### src/rtl/mano_bus_sequencer_pkg.sv
// Shared definitions for the basic-computer bus sequencer.
//   - Common-bus source indices (one-hot select bit positions / encoded select values).
//   - DMA grant FSM state encoding.
package bus_pkg;

    localparam int SRC_NONE = 0;
    localparam int SRC_AR   = 1;
    localparam int SRC_PC   = 2;
    localparam int SRC_DR   = 3;
    localparam int SRC_AC   = 4;
    localparam int SRC_IR   = 5;
    localparam int SRC_TR   = 6;
    localparam int SRC_MEM  = 7;

    typedef enum logic [1:0] {
        RUN     = 2'd0,
        GRANT   = 2'd1,
        RELEASE = 2'd2
    } dma_state_e;

endpackage

### src/rtl/mano_bus_sequencer_seq_counter.sv
// Sequence counter (SC) with one-hot timing decode.
// Ports:
//   clk    in  rising-edge clock
//   rst    in  asynchronous active-high reset, SC -> 0
//   freeze in  hold SC unconditionally (outranks clr)
//   clr    in  SC -> 0 on the next edge
//   hold   in  hold SC (lower priority than clr)
//   t      out one-hot decode of SC, t[k] set when SC == k
module seq_counter #(
    parameter int SC_W = 4
) (
    input  logic                 clk,
    input  logic                 rst,
    input  logic                 freeze,
    input  logic                 clr,
    input  logic                 hold,
    output logic [2**SC_W-1:0]   t
);

    logic [SC_W-1:0] sc;

    // Natural binary wrap takes 2**SC_W-1 back to 0.
    always_ff @(posedge clk or posedge rst) begin
        if (rst)         sc <= '0;
        else if (freeze) sc <= sc;
        else if (clr)    sc <= '0;
        else if (hold)   sc <= sc;
        else             sc <= sc + 1'b1;
    end

    always_comb begin
        t     = '0;
        t[sc] = 1'b1;
    end

endmodule

### src/rtl/mano_bus_sequencer.sv
// Basic-computer bus sequencer: owns SC/T, derives the common-bus source select
// from T, D, I and R, reports multi-source conflicts and arbitrates the bus to DMA.
// Ports:
//   clk, rst        clock, asynchronous active-high reset
//   D[7:0]          decoded opcode (one-hot)
//   I, R            indirect bit, interrupt flip-flop
//   clr_sc, hlt     clear / freeze the sequence counter
//   dma_req         external bus request (level)
//   T[NT-1:0]       one-hot timing vector
//   sel_oh[NSRC-1:0] one-hot bus select, bit 0 = no source
//   sel[SEL_W-1:0]  encoded bus select, highest requesting source wins
//   conflict        two or more sources requested
//   dma_gnt         bus granted to DMA
// Assumes SC_W >= 3 and SEL_W >= 3 so T4..T6 and source 7 exist.
module mano_bus_sequencer
    import bus_pkg::*;
#(
    parameter  int SC_W   = 4,
    parameter  int SEL_W  = 3,
    parameter  int DMA_EN = 1,
    localparam int NT     = 2**SC_W,
    localparam int NSRC   = 2**SEL_W
) (
    input  logic              clk,
    input  logic              rst,
    input  logic [7:0]        D,
    input  logic              I,
    input  logic              R,
    input  logic              clr_sc,
    input  logic              hlt,
    input  logic              dma_req,
    output logic [NT-1:0]     T,
    output logic [NSRC-1:0]   sel_oh,
    output logic [SEL_W-1:0]  sel,
    output logic              conflict,
    output logic              dma_gnt
);

    dma_state_e      state, state_nxt;
    logic            run;
    logic            rn;
    logic [NSRC-1:0] req;
    int unsigned     nreq;

    always_ff @(posedge clk or posedge rst) begin
        if (rst) state <= RUN;
        else     state <= state_nxt;
    end

    // Grants are taken only at an instruction boundary: T0 active or SC being cleared.
    always_comb begin
        state_nxt = state;
        case (state)
            RUN:     if ((DMA_EN != 0) && dma_req && (T[0] || clr_sc)) state_nxt = GRANT;
            GRANT:   if (!dma_req) state_nxt = RELEASE;
            RELEASE: state_nxt = RUN;
            default: state_nxt = RUN;
        endcase
    end

    assign run     = (state == RUN);
    assign dma_gnt = (state == GRANT);
    assign rn      = ~R;

    // SC is frozen while DMA owns the bus; clr_sc and hlt only act in RUN.
    seq_counter #(.SC_W(SC_W)) u_seq_counter (
        .clk    (clk),
        .rst    (rst),
        .freeze (!run),
        .clr    (clr_sc),
        .hold   (hlt),
        .t      (T)
    );

    always_comb begin
        req = '0;
        if (run) begin
            req[SRC_AR]  = (D[4] & T[4]) | (D[5] & T[5]);
            req[SRC_PC]  = (D[5] & T[4]) | (T[0] & rn);
            req[SRC_DR]  = D[6] & T[6];
            req[SRC_AC]  = D[3] & T[4];
            req[SRC_IR]  = T[2] & rn;
            req[SRC_TR]  = R & T[1];
            req[SRC_MEM] = (rn & T[1]) | (~D[7] & I & T[3]) | ((D[0] | D[1] | D[2]) & T[4]);
        end
    end

    // Ascending scan so the highest requesting index is the one left in sel.
    always_comb begin
        sel  = '0;
        nreq = 0;
        for (int i = 1; i < NSRC; i++) begin
            if (req[i]) begin
                sel  = SEL_W'(i);
                nreq = nreq + 1;
            end
        end
        conflict    = (nreq > 1);
        sel_oh      = '0;
        sel_oh[sel] = 1'b1;
    end

endmodule

### config.mk
export PLATFORM = sky130hd
export DESIGN_NAME = mano_bus_sequencer
export DESIGN_NICKNAME = d
export VERILOG_FILES = /design/src/rtl/mano_bus_sequencer_pkg.sv /design/src/rtl/mano_bus_sequencer_seq_counter.sv /design/src/rtl/mano_bus_sequencer.sv
export SDC_FILE = /design/constraint.sdc
export NUM_CORES = 1
export LEC_CHECK = 0
export CORE_UTILIZATION = 41
export CTS_CLUSTER_DIAMETER = 200
export CTS_CLUSTER_SIZE = 25
export DETAILED_ROUTE_END_ITERATION = 6
export HOLD_SLACK_MARGIN = 0.15
export PLACE_DENSITY = 0.86
export SYNTH_ARGS = -nofsm -noshare
export SYNTH_HDL_FRONTEND = slang
export SYNTH_HIERARCHICAL = 1
export SYNTH_SLANG_ARGS = --single-unit
### constraint.sdc
create_clock -name clk -period 7.7 [get_ports clk]
set_clock_uncertainty 0.15 [all_clocks]
set_input_delay 1.54 -clock clk [delete_from_list [all_inputs] [get_ports clk]]
set_output_delay 1.54 -clock clk [all_outputs]
set_load 0.02 [all_outputs]
======== Word-level counts from Yosys, hierarchy flattened ========
Cells that the tools add are included.
Widths: inputs -> output; s select.
operators by class
  $add $sub $neg .......................... 7
  $mul .................................... 0
  divide/modulo/power cells ............... 0
  $lt $le $gt $ge ......................... 5
  eq/ne operators ......................... 4
  shifts and indexed selects .............. 0
  multiplexer cells ....................... 24
  bitwise operators ....................... 20
  reductions and logical operators ........ 7
operator list
  cell                   number
  $add 32x1->32 const B  6
  $mux 32                6
  $gt 32x1->1 const B    1
  $mux 3                 5
  $and 1x1->1            12
  $mux 4                 2
  $mux 7                 1
  $mux 2                 3
  $or 1x1->1             6
  $lt 4x5->1 const B     1
  $add 4x1->4 const B    1
  $demux 1 s4            1
  $ge 4x1->1 const B     1
  $lt 3x4->1 const B     1
  $mux 1                 4
  $ne 2x2->1 const B     2
  $pmux 2 s2             1
  $reduce_and 2->1       2
  $demux 1 s3            1
  $ge 3x1->1 const B     1
  $logic_and 1x1->1      3
  $eq 2x1->1 const B     1
  $logic_not 2->1        1
  $ne 2x1->1 const B     1
  2 further kinds        3
storage, ports and cells
  register bits ........................... 6
  latch bits .............................. 0
  memory bits (writable) .................. 0
  bits in read-only memories .............. 0
  input bits .............................. 15
  output and inout port bits .............. 29
  logic and storage cells ................. 69
  memories kept ........................... 0

======== Logic depth before layout (Yosys ltp) ========
  depth in word-level cells ............... 22
  mapped depth ............................ 23
  depth with buffers taken out ............ 23

======== By module ========
The synthesis kept the hierarchy.
by module, submodules not included
  module              times used  cells an instance  area an instance (um^2)  sequential area each (um^2)
  mano_bus_sequencer  1           95                 638.1                    50.0
  seq_counter         1           48                 380.4                    100.1

======== Worst setup path before layout ========
No wires, ideal clock.
  kind .................................... input to output
  start point ............................. input port R
  end point ............................... output port conflict
  data arrival time ....................... 4.988 ns
  data required time ...................... 6.010 ns
  slack ................................... 1.022 ns
  stages on the path ...................... 19
  buffers on the path ..................... 0
  cell sequence ........................... nand2b_1 a21oi_1 inv_1 ha_1 or2_2 a21oi_1 a31oi_1 nor2_1 nor2_1 ha_1 nand2_1 nand2_1 ha_1 nor2_1 a21oi_1 ha_1 or4b_1 a22oi_1 o21ai_1
on the way
  cells in the longest elaborated chain, start to end .. 16
  elaborated cells on any way between the ends .. 21
  those cells by class .................... add/sub (5); order compare (1); mux (7); bitwise (8)
RTL lines
  item                RTL line                  RTL
  start: declaration  mano_bus_sequencer.sv:28  input logic R,
  $not 1->1           mano_bus_sequencer.sv:63  assign rn = ~R;
  $and 1x1->1         mano_bus_sequencer.sv:79  req[SRC_PC] = (D[5] & T[4]) | (T[0] & rn);
  $or 1x1->1          mano_bus_sequencer.sv:79
  $mux 7 (*)          mano_bus_sequencer.sv:77  if (run) begin
  $mux 32             mano_bus_sequencer.sv:93  if (req[i]) begin
  $add 32x1->32       mano_bus_sequencer.sv:95  nreq = nreq + 1;
  $mux 32             mano_bus_sequencer.sv:93
  $add 32x1->32       mano_bus_sequencer.sv:95
  $mux 32             mano_bus_sequencer.sv:93
  $add 32x1->32       mano_bus_sequencer.sv:95
  $mux 32             mano_bus_sequencer.sv:93
  $add 32x1->32       mano_bus_sequencer.sv:95
  $mux 32             mano_bus_sequencer.sv:93
  $add 32x1->32       mano_bus_sequencer.sv:95
  $mux 32 (*)         mano_bus_sequencer.sv:93
  $gt 32x1->1 (*)     mano_bus_sequencer.sv:98  conflict = (nreq > 1);
  end: declaration    mano_bus_sequencer.sv:35  output logic conflict,
Every way passes the cells marked *; elsewhere a longest branch is shown, timed or not.

======== Worst setup path after layout ========
  start point ............................. input port D[5]
  end point ............................... output port conflict
on the way
  cells in the longest elaborated chain, start to end .. 17
  elaborated cells on any way between the ends .. 19
  those cells by class .................... add/sub (6); order compare (1); mux (8); bitwise (4)
RTL lines
  item                RTL line                  RTL
  start: declaration  mano_bus_sequencer.sv:26  input logic [7:0] D,
  $and 1x1->1         mano_bus_sequencer.sv:78  req[SRC_AR] = (D[4] & T[4]) | (D[5] & T[5]);
  $or 1x1->1          mano_bus_sequencer.sv:78
  $mux 7 (*)          mano_bus_sequencer.sv:77
  $mux 1              mano_bus_sequencer.sv:93
  $add 32x1->32       mano_bus_sequencer.sv:95
  $mux 32 (*)         mano_bus_sequencer.sv:93
  $add 32x1->32       mano_bus_sequencer.sv:95
  $mux 32 (*)         mano_bus_sequencer.sv:93
  $add 32x1->32       mano_bus_sequencer.sv:95
  $mux 32 (*)         mano_bus_sequencer.sv:93
  $add 32x1->32       mano_bus_sequencer.sv:95
  $mux 32 (*)         mano_bus_sequencer.sv:93
  $add 32x1->32       mano_bus_sequencer.sv:95
  $mux 32 (*)         mano_bus_sequencer.sv:93
  $add 32x1->32       mano_bus_sequencer.sv:95
  $mux 32 (*)         mano_bus_sequencer.sv:93
  $gt 32x1->1 (*)     mano_bus_sequencer.sv:98
Marked as above.

==> summary.md <==
| Metric | Value |
|---|---|
| Largest net degree at the start of global routing | 11 |
| Worst skew pair latency | 0.25 ns |
| Critical R2R Launch | state[1] |
| Fin crit share | 97.1% |
| Root buffer cell | clkbuf_4 |
| Num rows | 17 |
| Fin Setup TNS | 0 ns |
| Clk pin slew, worst setup/hold paths | 0.05 ns |
| Pre-Repair DR Iteration Count | 4 |
| CP startpoint | D[5] |
| Netlist Area Pre-Place | 1020 um2 |
| Vias/cell | 5.69 |
| Tmin final | 7.48 ns |
| Worst r2r dst | u_seq_counter/sc[3] |
| CTS Buffer Depth | 2 |
| Pleak | 0.645 nW |
| Main synth FF type | dfrtp_1 |
| WS Path Type | in2out |
| I/O Buffers | 43 |
| Drt wl/cell | 14.3 um |
| Finished Layout Cells | 218 |
| Global route overflow | 0 |
| DIE HEIGHT | 51.8 um |
| Die W | 51.8 um |
| Antenna violations before repair | 0 |
| CTS Sinks | 6 |
| Top Family by Delay on Critical Path | simple AND/OR/NAND/NOR gates |
| Capture point of the worst path | conflict |
| Buf/Inv on CP | 3 |
| Sw Ratio | 44.3% |
| Residual DRC count | 0 |
| Final ANT Viol Nets | 0 |
| Diodes inserted | 0 |
| Synth cell types | 42 |
| Initial Util | 44.7% |
| Routed wire length | 3120 um |
| Synth warn | 6 |
| Critical Path RT | 6.01 ns |
| F_max | 134 MHz |
| Seq cells post-synth | 6 |
| Sequential power share | 20.1% |
| Register area share after synthesis | 14.7% |
| Vias after detailed routing | 1241 |
| Synth area leaders | dfrtp_1 (15%), ha_1 (9.8%), and2_1 (7.4%) |
| Net switching power | 0.0910 mW |
| DRT iter0 DRCs | 20 |
| Critical path depth | 21 |
| Hpwl dp | 2540 um |
| Post-synth top area share | 14.7% |
| Fill count | 195 |
| Hold buffers post-CTS | 0 |
| Total CTS buffers | 3 |
| Mapped Avg Cell Area | 7.12 um2 |
| Reg2reg setup slack | 6.03 ns |
| Internal | 0.115 mW |
| Status | complete, no violations |
| Critical path's most frequent cell | ha_1 |
| Placed cell count | 215 |
| Comb power frac | 66.0% |
| Crit path cell chain | clkdlybuf4s50_1 > nand2_2 > a21oi_2 > inv_1 > ha_1 > or2_2 > a21oi_1 > a31oi_1 > nor2_1 > nor2_1 > ha_1 > nand2_1 > nand2_1 > ha_1 > nor2_1 > a21oi_2 > ha_1 > or4b_1 > a22oi_1 > o21ai_1 > dlygate4sd2_1 |
| Number of synthesized flops with an enable pin | 0 |
| CP startpoint kind | input port |
| Slowest Stage Delay on Critical Path | 0.54 ns |
| Synth top cells by count | nand2_1 (16), nor2_1 (16), and2_1 (12), inv_1 (12) |
| Max-Cap Viols | 0 |
| Clock network power share | 13.9% |
| First-pass GRT wire length | 5030 um |
| Synth area leader | dfrtp_1 |
| FF+latch area | 150 um2 |
| CP max stage cell | clkdlybuf4s50_1 |
| Setup crit end kind | primary output |
| Power Density | 135 nW/um2 |
| Arr. time, crit path | 5.79 ns |
| Vias in the first global route | 1186 |
| Hold Path Class | reg2reg |
| Worst Reg2Reg Path Length in Cells | 4 |
| Unrepaired setup endpoints after global routing | false |
| Footprint of the multi-input gates | 811 um2 |
| Synthesized instance count | 143 |
| Layout cell share with drive strength beyond 1 | 10.5% |
| Slew Viols, Final | 0 |
| Final setup fails | 0 |
| Final Hold Fails | 0 |
| Core box area | 2280 um2 |
| Worst-Margin Slew | 0.566 ns |
| H-tree depth | 1 |
| Ys async rst share | 100% |
| Net Count, Synth | 166 |
| Die ar. | 2690 um2 |
| I/O pins | 44 |
| Final Wtd Congestion | 0.869 |
| Total track usage | 24.4% |
| CTS tree | built |
| Slew headroom | 61.3% |
| Final net count | 215 |
| Max VDD drop | 124 uV |
| Crit Path Max Fanout | 5 |
| Area delta synth->final | 49.1% |
[placed cells by master, fill, tap and decap left out, types with 6 or more instances in the layout]
master / instances
clkdlybuf4s50_1: 42
nor2_1: 16
nand2_1: 15
inv_1: 12
and2_1: 12
o21ai_0: 8
ha_1: 8
nor3_1: 6
dfrtp_1: 6
[through the flow]
step	util (%)	worst slack, ns	hold WS [ns]	power, mW	instance area (um2)
4_1_cts	66.3	0.201	0.399	0.205	1510
3_5_place_dp	65.4	0.000472	0.395	0.176	1490
6_report	66.7	0.221	0.407	0.206	1520
3_3_place_gp	65.4	0.104	0.391	0.172	1490
5_1_grt	66.7	0.00194	0.454	0.220	1520
2_1_floorplan	-	1.02	0.351	0.119	1020
[cells by family (layout without fill, tap and decap cells)]
kind of cell	after synthesis	in the layout	share of synthesized area [%]
xor gates and xnor gates	5	5	4.30
DFF	6	6	14.7
AOI/OAI and AO/OA	32	32	21.7
buffers and inverters	15	62	6.63
and+or+nand+nor	76	76	41.8
muxes	1	1	0.983
adders and majority gates	8	8	9.83
[worst register-to-register path: cells and delay by family, from the launching register on]
| kind | cells | cell delay [ns] |
|---|---|---|
| simple gates | 2 | 0.76 |
| buf+inv | 1 | 0.15 |
| compound gates | 1 | 0.09 |
| flops | 1 | 0.44 |
[how the worst min path moves through the flow]
stage,end,start,depth (start not counted)
5_1_grt,state[0],state[1],1
3_3_place_gp,state[0],state[1],1
4_1_cts,state[0],state[1],1
3_5_place_dp,state[0],state[1],1
6_report,state[0],state[1],1
2_1_floorplan,state[0],state[1],1
[layer usage]
| metal | vias to the layer above | track usage, % | share of wire [%] |
|---|---|---|---|
| li1 | 607 | - | - |
| met1 | 596 | 26.1 | 42 |
| met2 | 36 | 48.1 | 54 |
| met3 | 2 | 4.68 | 4.0 |
| met4 | 0 | 5.41 | 0.26 |
| met5 | - | 0 | 0 |
[registers in the layout, indices dropped and copies added (netlist names)]
name / cells
u_seq_counter/sc: 4
state: 2
[what timing repair did]
action | 4_1_cts | 5_1_grt
endpoints found under the hold margin | 0 | 0
resized for setup | 1 | 3
buffers inserted | 0 | 0
cloned | 0 | 0
endpoints found under the setup margin | 1 | 1
[power groups by stage]
| stage | registers, mW | clock network, mW | logic, mW |
|---|---|---|---|
| after floorplan | 0.0395 | 0 | 0.0796 |
| after global placement | 0.0410 | 0 | 0.131 |
| after detailed placement | 0.0415 | 0 | 0.135 |
| after CTS | 0.0410 | 0.0300 | 0.134 |
| after global routing | 0.0417 | 0.0312 | 0.147 |
| final | 0.0413 | 0.0286 | 0.136 |
[final cells by class]
type / instances / share of cell area (%)
clock buffers: 3 / 1.48
inverters: 13 / 3.21
multi-input cells: 122 / 53.4
flip-flops and latches: 6 / 9.88
well taps: 28 / 2.31
repair buffers: 46 / 29.7
No activity file was read; power rests on OpenSTA's default activity.
